### src/rtl/alu_ctrl_mdu_pkg.sv
// Shared constants for the ALU control / multiply-divide unit: ALU select
// codes, ALUOp codes, funct codes, MDU state encoding and the ALU decode.
package alu_ctrl_pkg;

   localparam logic [3:0] ALU_AND = 4'b0000;
   localparam logic [3:0] ALU_OR  = 4'b0001;
   localparam logic [3:0] ALU_ADD = 4'b0010;
   localparam logic [3:0] ALU_SUB = 4'b0110;
   localparam logic [3:0] ALU_SLT = 4'b0111;
   localparam logic [3:0] ALU_NOR = 4'b1100;
   localparam logic [3:0] ALU_NOP = 4'b1111;

   localparam logic [1:0] ALUOP_ADD   = 2'b00;
   localparam logic [1:0] ALUOP_SUB   = 2'b01;
   localparam logic [1:0] ALUOP_RTYPE = 2'b10;
   localparam logic [1:0] ALUOP_NOP   = 2'b11;

   localparam logic [5:0] F_ADD   = 6'b100000;
   localparam logic [5:0] F_SUB   = 6'b100010;
   localparam logic [5:0] F_SLT   = 6'b101010;
   localparam logic [5:0] F_AND   = 6'b100100;
   localparam logic [5:0] F_OR    = 6'b100101;
   localparam logic [5:0] F_NOR   = 6'b100111;
   localparam logic [5:0] F_SLL   = 6'b000000;
   localparam logic [5:0] F_MULT  = 6'b011000;
   localparam logic [5:0] F_MULTU = 6'b011001;
   localparam logic [5:0] F_DIV   = 6'b011010;
   localparam logic [5:0] F_DIVU  = 6'b011011;
   localparam logic [5:0] F_MFHI  = 6'b010000;
   localparam logic [5:0] F_MTHI  = 6'b010001;
   localparam logic [5:0] F_MFLO  = 6'b010010;
   localparam logic [5:0] F_MTLO  = 6'b010011;

   typedef enum logic [1:0] {
      MDU_IDLE = 2'b00,
      MDU_MUL  = 2'b01,
      MDU_DIV  = 2'b10,
      MDU_FIX  = 2'b11
   } mdu_state_e;

   // HI/LO-class instructions all drive the ALU with the no-op select.
   function automatic logic [3:0] alu_decode(input logic [1:0] alu_op,
                                             input logic [5:0] funct);
      logic [3:0] sel;
      sel = ALU_NOP;
      case (alu_op)
         ALUOP_ADD: sel = ALU_ADD;
         ALUOP_SUB: sel = ALU_SUB;
         ALUOP_RTYPE: begin
            case (funct)
               F_ADD:   sel = ALU_ADD;
               F_SUB:   sel = ALU_SUB;
               F_SLT:   sel = ALU_SLT;
               F_AND:   sel = ALU_AND;
               F_OR:    sel = ALU_OR;
               F_NOR:   sel = ALU_NOR;
               default: sel = ALU_NOP;
            endcase
         end
         default: sel = ALU_NOP;
      endcase
      return sel;
   endfunction

   function automatic logic is_hilo_funct(input logic [5:0] funct);
      return (funct == F_MULT) || (funct == F_MULTU) || (funct == F_DIV)  ||
             (funct == F_DIVU) || (funct == F_MFHI)  || (funct == F_MFLO) ||
             (funct == F_MTHI) || (funct == F_MTLO);
   endfunction

endpackage

### src/rtl/alu_ctrl_mdu_iter.sv
// Iterative multiply/divide datapath: one bit per cycle (shift-add multiply,
// restoring divide) on operand magnitudes, followed by a single sign-fix cycle.
//
//  state    | meaning
//  ---------+--------------------------------------------------------------
//  MDU_IDLE | waiting for start_i; operands latched on start
//  MDU_MUL  | WIDTH shift-add iterations, counter counts down to 1
//  MDU_DIV  | WIDTH restoring-divide iterations, counter counts down to 1
//  MDU_FIX  | sign correction; done_o tells the top to write HI and LO
module mdu_iter
   import alu_ctrl_pkg::*;
#(
   parameter int WIDTH = 32,
   parameter int CNT_W = 6
) (
   input  logic             clk,
   input  logic             rst_n,
   input  logic             start_i,
   input  logic             is_div_i,
   input  logic             is_signed_i,
   input  logic             flush_i,
   input  logic [WIDTH-1:0] a_i,
   input  logic [WIDTH-1:0] b_i,
   output logic             busy_o,
   output logic             done_o,
   output logic [WIDTH-1:0] hi_res_o,
   output logic [WIDTH-1:0] lo_res_o
);

   mdu_state_e         state_q, state_d;
   logic [CNT_W-1:0]   cnt_q, cnt_d;
   logic [WIDTH-1:0]   acc_q, acc_d;     // product upper half / partial remainder
   logic [WIDTH-1:0]   lo_q, lo_d;       // multiplier shifting out / quotient shifting in
   logic [WIDTH-1:0]   opd_q, opd_d;     // multiplicand / divisor magnitude
   logic               neg_q, neg_d;     // negate product or quotient
   logic               rneg_q, rneg_d;   // negate remainder (dividend was negative)
   logic               div_q, div_d;

   logic [WIDTH-1:0]   a_mag, b_mag, addend, div_sub;
   logic [WIDTH:0]     mul_sum, div_shift;
   logic               div_fits;
   logic [2*WIDTH-1:0] prod_mag, prod_fix;
   logic [WIDTH-1:0]   quo_fix, rem_fix;

   // Next-state, counter and datapath step for the iterative engine.
   always_comb begin
      state_d   = state_q;
      cnt_d     = cnt_q;
      acc_d     = acc_q;
      lo_d      = lo_q;
      opd_d     = opd_q;
      neg_d     = neg_q;
      rneg_d    = rneg_q;
      div_d     = div_q;

      a_mag     = (is_signed_i && a_i[WIDTH-1]) ? -a_i : a_i;
      b_mag     = (is_signed_i && b_i[WIDTH-1]) ? -b_i : b_i;
      addend    = lo_q[0] ? opd_q : '0;
      mul_sum   = {1'b0, acc_q} + {1'b0, addend};
      div_shift = {acc_q, lo_q[WIDTH-1]};
      div_fits  = (div_shift >= {1'b0, opd_q});
      div_sub   = div_shift[WIDTH-1:0] - opd_q;

      case (state_q)
         MDU_IDLE: begin
            if (start_i) begin
               state_d = is_div_i ? MDU_DIV : MDU_MUL;
               cnt_d   = CNT_W'(WIDTH);
               acc_d   = '0;
               lo_d    = is_div_i ? a_mag : b_mag;
               opd_d   = is_div_i ? b_mag : a_mag;
               neg_d   = is_signed_i & (a_i[WIDTH-1] ^ b_i[WIDTH-1]);
               rneg_d  = is_signed_i & a_i[WIDTH-1];
               div_d   = is_div_i;
            end
         end
         MDU_MUL: begin
            acc_d = mul_sum[WIDTH:1];
            lo_d  = {mul_sum[0], lo_q[WIDTH-1:1]};
            cnt_d = cnt_q - CNT_W'(1);
            if (cnt_q == CNT_W'(1)) state_d = MDU_FIX;
         end
         MDU_DIV: begin
            acc_d = div_fits ? div_sub : div_shift[WIDTH-1:0];
            lo_d  = {lo_q[WIDTH-2:0], div_fits};
            cnt_d = cnt_q - CNT_W'(1);
            if (cnt_q == CNT_W'(1)) state_d = MDU_FIX;
         end
         default: state_d = MDU_IDLE;
      endcase

      // A squash abandons the operation without touching HI/LO.
      if (flush_i && (state_q != MDU_IDLE)) state_d = MDU_IDLE;
   end

   // Engine registers; reset abandons any operation in flight.
   always_ff @(posedge clk or negedge rst_n) begin
      if (!rst_n) begin
         state_q <= MDU_IDLE;
         cnt_q   <= '0;
         acc_q   <= '0;
         lo_q    <= '0;
         opd_q   <= '0;
         neg_q   <= 1'b0;
         rneg_q  <= 1'b0;
         div_q   <= 1'b0;
      end else begin
         state_q <= state_d;
         cnt_q   <= cnt_d;
         acc_q   <= acc_d;
         lo_q    <= lo_d;
         opd_q   <= opd_d;
         neg_q   <= neg_d;
         rneg_q  <= rneg_d;
         div_q   <= div_d;
      end
   end

   // Sign fix on the magnitude results; only consumed while in MDU_FIX.
   always_comb begin
      prod_mag = {acc_q, lo_q};
      prod_fix = neg_q ? -prod_mag : prod_mag;
      quo_fix  = neg_q ? -lo_q : lo_q;
      rem_fix  = rneg_q ? -acc_q : acc_q;
      hi_res_o = div_q ? rem_fix : prod_fix[2*WIDTH-1:WIDTH];
      lo_res_o = div_q ? quo_fix : prod_fix[WIDTH-1:0];
   end

   assign busy_o = (state_q != MDU_IDLE);
   assign done_o = (state_q == MDU_FIX) & ~flush_i;

endmodule

### src/rtl/alu_ctrl_mdu.sv
// ALU control with multiply/divide unit: registered ALU select decode,
// accept/stall handshake for HI/LO-class instructions, and HI/LO registers.
module alu_ctrl_mdu
   import alu_ctrl_pkg::*;
#(
   parameter int WIDTH = 32,
   parameter int OPW   = 4,
   parameter int CNT_W = 6
) (
   input  logic             clk,
   input  logic             rst_n,
   input  logic             valid_i,
   input  logic             flush_i,
   input  logic [1:0]       alu_op_i,
   input  logic [5:0]       funct_i,
   input  logic [WIDTH-1:0] rs_val_i,
   input  logic [WIDTH-1:0] rt_val_i,
   output logic             stall_o,
   output logic [OPW-1:0]   alu_sel_o,
   output logic             sel_vld_o,
   output logic [WIDTH-1:0] hilo_rd_o,
   output logic             hilo_vld_o,
   output logic             busy_o,
   output logic [WIDTH-1:0] hi_o,
   output logic [WIDTH-1:0] lo_o
);

   logic             is_rtype, hilo_cls, is_muldiv, is_mf, is_mt, accept;
   logic             mdu_busy, mdu_done, mdu_start, mdu_div, mdu_signed;
   logic [WIDTH-1:0] mdu_hi, mdu_lo;

   logic [OPW-1:0]   alu_sel_q, alu_sel_d;
   logic             sel_vld_q, sel_vld_d;
   logic [WIDTH-1:0] hilo_rd_q, hilo_rd_d;
   logic             hilo_vld_q, hilo_vld_d;
   logic [WIDTH-1:0] hi_q, hi_d;
   logic [WIDTH-1:0] lo_q, lo_d;

   // Instruction classification and handshake.
   always_comb begin
      is_rtype   = (alu_op_i == ALUOP_RTYPE);
      hilo_cls   = is_rtype & is_hilo_funct(funct_i);
      is_muldiv  = is_rtype & ((funct_i == F_MULT) || (funct_i == F_MULTU) ||
                               (funct_i == F_DIV)  || (funct_i == F_DIVU));
      is_mf      = is_rtype & ((funct_i == F_MFHI) || (funct_i == F_MFLO));
      is_mt      = is_rtype & ((funct_i == F_MTHI) || (funct_i == F_MTLO));
      stall_o    = valid_i & mdu_busy & hilo_cls;
      accept     = valid_i & ~stall_o & ~flush_i;
      mdu_start  = accept & is_muldiv;
      mdu_div    = funct_i[1];
      mdu_signed = ~funct_i[0];
   end

   mdu_iter #(
      .WIDTH (WIDTH),
      .CNT_W (CNT_W)
   ) u_mdu_iter (
      .clk         (clk),
      .rst_n       (rst_n),
      .start_i     (mdu_start),
      .is_div_i    (mdu_div),
      .is_signed_i (mdu_signed),
      .flush_i     (flush_i),
      .a_i         (rs_val_i),
      .b_i         (rt_val_i),
      .busy_o      (mdu_busy),
      .done_o      (mdu_done),
      .hi_res_o    (mdu_hi),
      .lo_res_o    (mdu_lo)
   );

   // Next values for the pipeline outputs and HI/LO. MT*/MF* can never
   // coincide with mdu_done because they stall while the MDU is busy.
   always_comb begin
      alu_sel_d  = alu_sel_q;
      sel_vld_d  = accept;
      hilo_rd_d  = hilo_rd_q;
      hilo_vld_d = accept & is_mf;
      hi_d       = hi_q;
      lo_d       = lo_q;
      if (accept) alu_sel_d = OPW'(alu_decode(alu_op_i, funct_i));
      if (accept && is_mf) hilo_rd_d = (funct_i == F_MFHI) ? hi_q : lo_q;
      if (accept && is_mt) begin
         if (funct_i == F_MTHI) hi_d = rs_val_i;
         else                   lo_d = rs_val_i;
      end
      if (mdu_done) begin
         hi_d = mdu_hi;
         lo_d = mdu_lo;
      end
   end

   // Output and architectural registers.
   always_ff @(posedge clk or negedge rst_n) begin
      if (!rst_n) begin
         alu_sel_q  <= '1;
         sel_vld_q  <= 1'b0;
         hilo_rd_q  <= '0;
         hilo_vld_q <= 1'b0;
         hi_q       <= '0;
         lo_q       <= '0;
      end else begin
         alu_sel_q  <= alu_sel_d;
         sel_vld_q  <= sel_vld_d;
         hilo_rd_q  <= hilo_rd_d;
         hilo_vld_q <= hilo_vld_d;
         hi_q       <= hi_d;
         lo_q       <= lo_d;
      end
   end

   assign alu_sel_o  = alu_sel_q;
   assign sel_vld_o  = sel_vld_q;
   assign hilo_rd_o  = hilo_rd_q;
   assign hilo_vld_o = hilo_vld_q;
   assign busy_o     = mdu_busy;
   assign hi_o       = hi_q;
   assign lo_o       = lo_q;

endmodule

### config.mk
export PLATFORM = sky130hd
export DESIGN_NAME = alu_ctrl_mdu
export DESIGN_NICKNAME = d
export VERILOG_FILES = /design/src/rtl/alu_ctrl_mdu_pkg.sv /design/src/rtl/alu_ctrl_mdu_iter.sv /design/src/rtl/alu_ctrl_mdu.sv
export SDC_FILE = /design/constraint.sdc
export NUM_CORES = 1
export LEC_CHECK = 0
export ABC_CLOCK_PERIOD_IN_PS = 6800
export CORE_UTILIZATION = 40
export DETAILED_ROUTE_END_ITERATION = 7
export DONT_BUFFER_PORTS = 1
export HOLD_SLACK_MARGIN = 0.06
export SETUP_SLACK_MARGIN = 0.15
export SYNTH_ARGS = -nofsm -noshare
export SYNTH_HDL_FRONTEND = slang
export SYNTH_HIERARCHICAL = 1
export SYNTH_SLANG_ARGS = --single-unit
### constraint.sdc
create_clock -name clk -period 6.8 [get_ports clk]
set_input_delay 0 -clock clk [delete_from_list [all_inputs] [get_ports clk]]
set_output_delay 0 -clock clk [all_outputs]
set_load 0.005 [all_outputs]
After elaboration in Yosys (flattened, before gate mapping). Cells that the tools add are included.

Bits in registers: 209. Output and inout port bits: 104.

Add/subtract/negate cells: 8. Reductions and logical operators: 28. Bitwise gates (word level): 17. Order comparisons: 1. Mux-type cells: 31. Eq/ne operators: 24.

Operator list (count): 2-to-1 mux 32 bit (19); one-hot mux 32 bit (3 select lines) (2); negation 32 bit (4); 2-to-1 mux 64 bit (1); negation 64 bit (1); == test 6 x 5 -> 1 bit (second input constant) (8); == test 6 bit (second input constant) (6); adder 32 x 32 -> 33 bit (1); greater-or-equal comparator 33 x 32 -> 1 bit (1); subtractor 32 bit (1); one-hot mux 4 bit (6 select lines) (1); AND 1 bit (13); one-hot mux 4 bit (3 select lines) (1); one-hot mux 6 bit (2 select lines) (1); AND reduction 2 bit (6); logical OR 1 bit (9); 2-to-1 mux 2 bit (4); nonzero test 2 bit (4); == test 2 bit (second input constant) (3); == test 6 x 1 -> 1 bit (second input constant) (1); 2-to-1 mux 6 bit (1); subtractor 6 x 1 -> 6 bit (second input constant) (1); logical AND 1 bit (5); == test 2 x 1 -> 1 bit (second input constant) (2); 9 further kinds (13).

Depth between registers and ports, before layout.
Depth after elaboration: 17. Depth in mapped cells: 14. Mapped depth without buffers: 13.

Cells and area by module. The synthesis kept the hierarchy.

By module, submodules not included: mdu_iter (area each 12416.9 um^2, seq. area each 2677.6 um^2, times used 1, cells an instance 1712); alu_ctrl_mdu (area each 5148.7 um^2, seq. area each 2557.5 um^2, times used 1, cells an instance 468).

Worst setup path before layout. No wires, ideal clock.

Path kind: register -> register. Start: register u_mdu_iter.lo_q[0]. End: register u_mdu_iter.acc_q[24]. Data arrival time: 3.265 ns. Library setup time: 0.126 ns. Slack: 3.409 ns. Clock period less this slack: 3.391 ns. Stages on the path, launching flop included: 14. Data required time: 6.674 ns. Path buffers: 1. Cells stage by stage: dfrtp_1 inv_1 buf_1 nor2_1 ha_1 nor3_1 nor3_1 a221oi_1 nor3b_1 a41oi_1 nor2_1 a2111oi_0 nor3_1 a221o_1.

Cells in the longest elaborated chain, start to end: 3.

RTL lines: start: declaration (RTL line alu_ctrl_mdu_iter.sv:33) `logic [WIDTH-1:0] lo_q, lo_d;`; start signal: assignment (RTL line alu_ctrl_mdu_iter.sv:111) `lo_q <= lo_d;`; 2-to-1 mux 32 bit (RTL line alu_ctrl_mdu_iter.sv:58) `addend = lo_q[0] ? opd_q : '0;`; adder 32 x 32 -> 33 bit (RTL line alu_ctrl_mdu_iter.sv:59) `mul_sum = {1'b0, acc_q} + {1'b0, addend};`; one-hot mux 32 bit (3 select lines) (RTL line alu_ctrl_mdu_iter.sv:64) `case (state_q)`; end signal: assignment (RTL line alu_ctrl_mdu_iter.sv:101) `acc_q <= '0;`; end signal: assignment (RTL line alu_ctrl_mdu_iter.sv:110) `acc_q <= acc_d;`; end: declaration (RTL line alu_ctrl_mdu_iter.sv:32) `logic [WIDTH-1:0] acc_q, acc_d;`.

Every way passes these cells. A chain may end at the register's enable or synchronous reset.

Final worst setup path.
Start: register u_mdu_iter.lo_q[0]. End: register u_mdu_iter.acc_q[26].

The elaborated chain is that of the path after synthesis.

==> impl_metrics.ini <==
[setup_path]
critical_path.top_delay_family = compound AO/OA/AOI/OAI gates
path_cells = inv_1 -> buf_4 -> nor2_1 -> ha_1 -> o21ai_0 -> o21ai_0 -> a221oi_1 -> nor3b_1 -> a41oi_1 -> a31oi_1 -> mux2_2 -> a22oi_1 -> a21boi_0
worstRegToRegCells = 13
crit_fanout = 33
cp.buffers_inverters = 2
max_stage_delay_ns = 0.75
crit_path_frequent_cell = o21ai_0
cp_slowest_cell = nor3b_1
critPathLaunchType = register
crit_arrival_ns = 4.96
end_kind = register
critPathKind = register to register
cp.depth = 13
required_ns = 7.27

[clock_network]
hold_buffers = 84
clockBufferDepth = 3
cts_buffers = 26
htree_levels = 1
cts_tree = done
cts.sinks = 209
cts_setup_buffers = 0
clk_pin_slew_ns = 0.06
clk_latency_ns = 0.55
cts-root-buf = clkbuf_16
ctsResizeCount = 0

[power]
p_seq_frac = 0.306
p_per_area_nw_per_um2 = 374
power_leakage_nw = 8.47
pwr-share-comb = 0.480
netSwitchingPower_w = 0.00340
p_int_w = 0.00398
clockPowerShare = 0.213
p_sw_frac = 0.461
ir_drop_mv = 0.281

[global_routing]
grt_max_degree = 210
track_usage = 0.297
grt_remaining_overflow = 0
grt_pass1_wl_mm = 102
grt_pass1_vias = 16330
antenna_found_initial = 0

[floorplan]
fp.dieH_um = 212
die_area_um2 = 44800
coreArea_um2 = 43200
row_count = 76
initial_core_util = 0.407
die_w_um = 212
num_io_pins = 180

[yosys]
netlist_area_um2 = 17600
synth.top_cell.area_share = 0.292
synth-edff-count = 0
yosysWarnings = 6
ys_seq_area_frac = 0.298
synthTopCellsByCount = nand2_1 (245), a21oi_1 (239), dfrtp_1 (205)
synthTopCellsByArea = dfrtp_1 (29%), a21oi_1 (6.8%), mux2_2 (5.6%), xnor2_1 (5.5%), ha_1 (5.3%)
synth.largest_area_cell = dfrtp_1
syn_nets = 2332
ys_ff_latch = 209
syn_area_per_cell_um2 = 8.06
syn_inst = 2180
synthMostInstantiatedCell = nand2_1
async_flop_share = 1.00
synthDistinctLibCells = 74
synthFlopType = dfrtp_1

[timing]
report.final.slew_viol_count = 0
tightest_slew_ns = 1.23
final.setup.tns_ns = 0
fmax_mhz = 223
clock_skew_ns = 0.0103
final_hold_viol_count = 0
fin_crit_sh = 0.660
worst_slack_ns = 2.31
period_minus_slack_ns = 4.49
slew_headroom = 0.181
final-setup-viol-count = 0
rsz0062_at_grt = no

[final_layout]
multi_input_area_um2 = 11500
drive_above_1_share = 0.0836
final_area_um2 = 19700
final_nets = 2320
diodes = 0
area_growth_pct = 12.3
seq_area_um2 = 5240
fillCellCount = 4275

[routing]
vias = 17154
drtPass1Iterations = 5
ant_nets = 0
drt-total-wl_mm = 67.8
drtIter0Drc = 1543
wl_per_cell_um = 24.5
post-route-drc-count = 0
viasPerCell = 6.19

[min_path]
min_path_type = primary input to register
min_path_cells = 6

[status]
status = completed

[placement]
place_hpwl_mm = 49.1
placed_area_um2 = 17900
dp_slack_ns = 2.37
gp_congestion = 0.943
numPortBuffers = 0

[run]
maxCapViolCount = 0
-- cells by family after synthesis --
group,Yosys count,share of synthesized area
simple gates,692,0.191
xor+xnor,168,0.0838
fa+ha+maj,76,0.0550
compound gates,690,0.244
buf+inv,219,0.0492
flops,209,0.298
mux,126,0.0789
-- area by class of cell --
| class | instances | area share |
|---|---|---|
| Timing Repair Buffer | 106 | 0.0528 |
| Multi-Input combinational cell | 1752 | 0.582 |
| Sequential cell | 209 | 0.265 |
| Clock buffer | 39 | 0.0396 |
| Clock inverter | 9 | 0.00900 |
| Inverter | 73 | 0.0139 |
| Tap cell | 585 | 0.0371 |
-- metal layers --
layer | wire (um) | part of all wire | vias to the layer above | global-route usage
met5 | 0 | 0 | - | 0
met4 | 3950 | 0.058 | 0 | 0.158
met3 | 4470 | 0.066 | 135 | 0.0429
met2 | 31100 | 0.46 | 690 | 0.475
met1 | 28300 | 0.42 | 8475 | 0.388
li1 | - | - | 7854 | -
-- metrics by stage --
stage / utilization / hold slack, ns / power, W / std cells
after floorplan: - / -0.296 / 0.00459 / 2180
after detailed placement: 0.415 / -0.283 / 0.00564 / 2641
after global placement: 0.415 / -0.283 / 0.00559 / 2641
final: 0.457 / 0.0660 / 0.00738 / 2773
after CTS: 0.457 / 0.0609 / 0.00733 / 2773
after global routing: 0.457 / 0.0969 / 0.00783 / 2773
-- power by group through the flow --
| stage | clock (W) | sequential [W] | combinational (W) |
|---|---|---|---|
| 6_report | 0.00157 | 0.00226 | 0.00354 |
| 5_1_grt | 0.00164 | 0.00231 | 0.00389 |
| 4_1_cts | 0.00159 | 0.00225 | 0.00349 |
| 3_5_place_dp | 0 | 0.00227 | 0.00337 |
| 3_3_place_gp | 0 | 0.00226 | 0.00334 |
| 2_1_floorplan | 0 | 0.00197 | 0.00261 |
-- path summary, 6_finish.rpt --
check / startpoint / endpoint / slack [ns]
worst max register to register: u_mdu_iter/lo_q[0]$_DFFE_PN0P_ / u_mdu_iter/acc_q[26]$_DFFE_PN0P_ / 2.31
worst min register to register: alu_sel_o[0]$_DFFE_PN1P_ / alu_sel_o[0]$_DFFE_PN1P_ / 0.48
min in group asynchronous: rst_n / u_mdu_iter/opd_q[11]$_DFFE_PN0P_ / 0.19
worst min-delay path: rt_val_i[6] / u_mdu_iter/lo_q[7]$_DFFE_PN0P_ / 0.07
worst max-delay path: u_mdu_iter/lo_q[0]$_DFFE_PN0P_ / u_mdu_iter/acc_q[26]$_DFFE_PN0P_ / 2.31
max in group asynchronous: rst_n / u_mdu_iter/lo_q[25]$_DFFE_PN0P_ / 5.63
-- sequential cells by signal, indices dropped and copies added, names as in the netlist --
name and count:
hi_o 32, hilo_rd_o 32, lo_o 32, u_mdu_iter/acc_q 32
u_mdu_iter/lo_q 32, u_mdu_iter/opd_q 32, u_mdu_iter/cnt_q 6, alu_sel_o 4
u_mdu_iter/state_q 2, hilo_vld_o 1, sel_vld_o 1, u_mdu_iter/div_q 1
u_mdu_iter/neg_q 1, u_mdu_iter/rneg_q 1
-- worst reg2reg max path: stages, from the launching register on --
cell and delay (ns):
dfrtp_1 0.44, inv_1 0.08, buf_4 0.37, nor2_1 0.12, ha_1 0.34, o21ai_0 0.09, o21ai_0 0.41, a221oi_1 0.23
nor3b_1 0.75, a41oi_1 0.51, a31oi_1 0.35, mux2_2 0.37, a22oi_1 0.15, a21boi_0 0.19
-- cell usage in the layout (no fill, tap or decap), types with 7 or more instances in the layout --
master / synthesis / layout
and3_1: 14 / 14
o41ai_1: 16 / 16
and2_1: 8 / 8
a22oi_1: 22 / 22
buf_4: 3 / 22
nand2_1: 245 / 244
a31oi_1: 24 / 23
or3_1: 13 / 13
nand4_1: 12 / 12
dlygate4sd3_1: 0 / 82
mux2_2: 87 / 87
o31ai_1: 30 / 30
nor2b_1: 62 / 60
xor2_1: 57 / 57
dfrtp_1: 205 / 205
a21oi_1: 239 / 238
mux2_1: 13 / 13
xnor2_1: 111 / 111
and4_1: 8 / 8
o211ai_1: 9 / 9
nand3_1: 39 / 39
a221o_1: 14 / 14
a211oi_1: 15 / 15
nor3_1: 47 / 47
nor2_1: 167 / 167
o21a_1: 9 / 9
clkbuf_16: 0 / 27
nor4_1: 14 / 14
ha_1: 74 / 74
nand2b_1: 18 / 17
a221oi_1: 14 / 14
inv_1: 73 / 73
a41oi_1: 35 / 35
a21o_1: 30 / 30
o22ai_1: 7 / 7
or4_1: 13 / 13
mux2i_1: 26 / 26
o21bai_1: 7 / 7
o21ai_0: 176 / 176
Power figures use the tool's default switching activity.
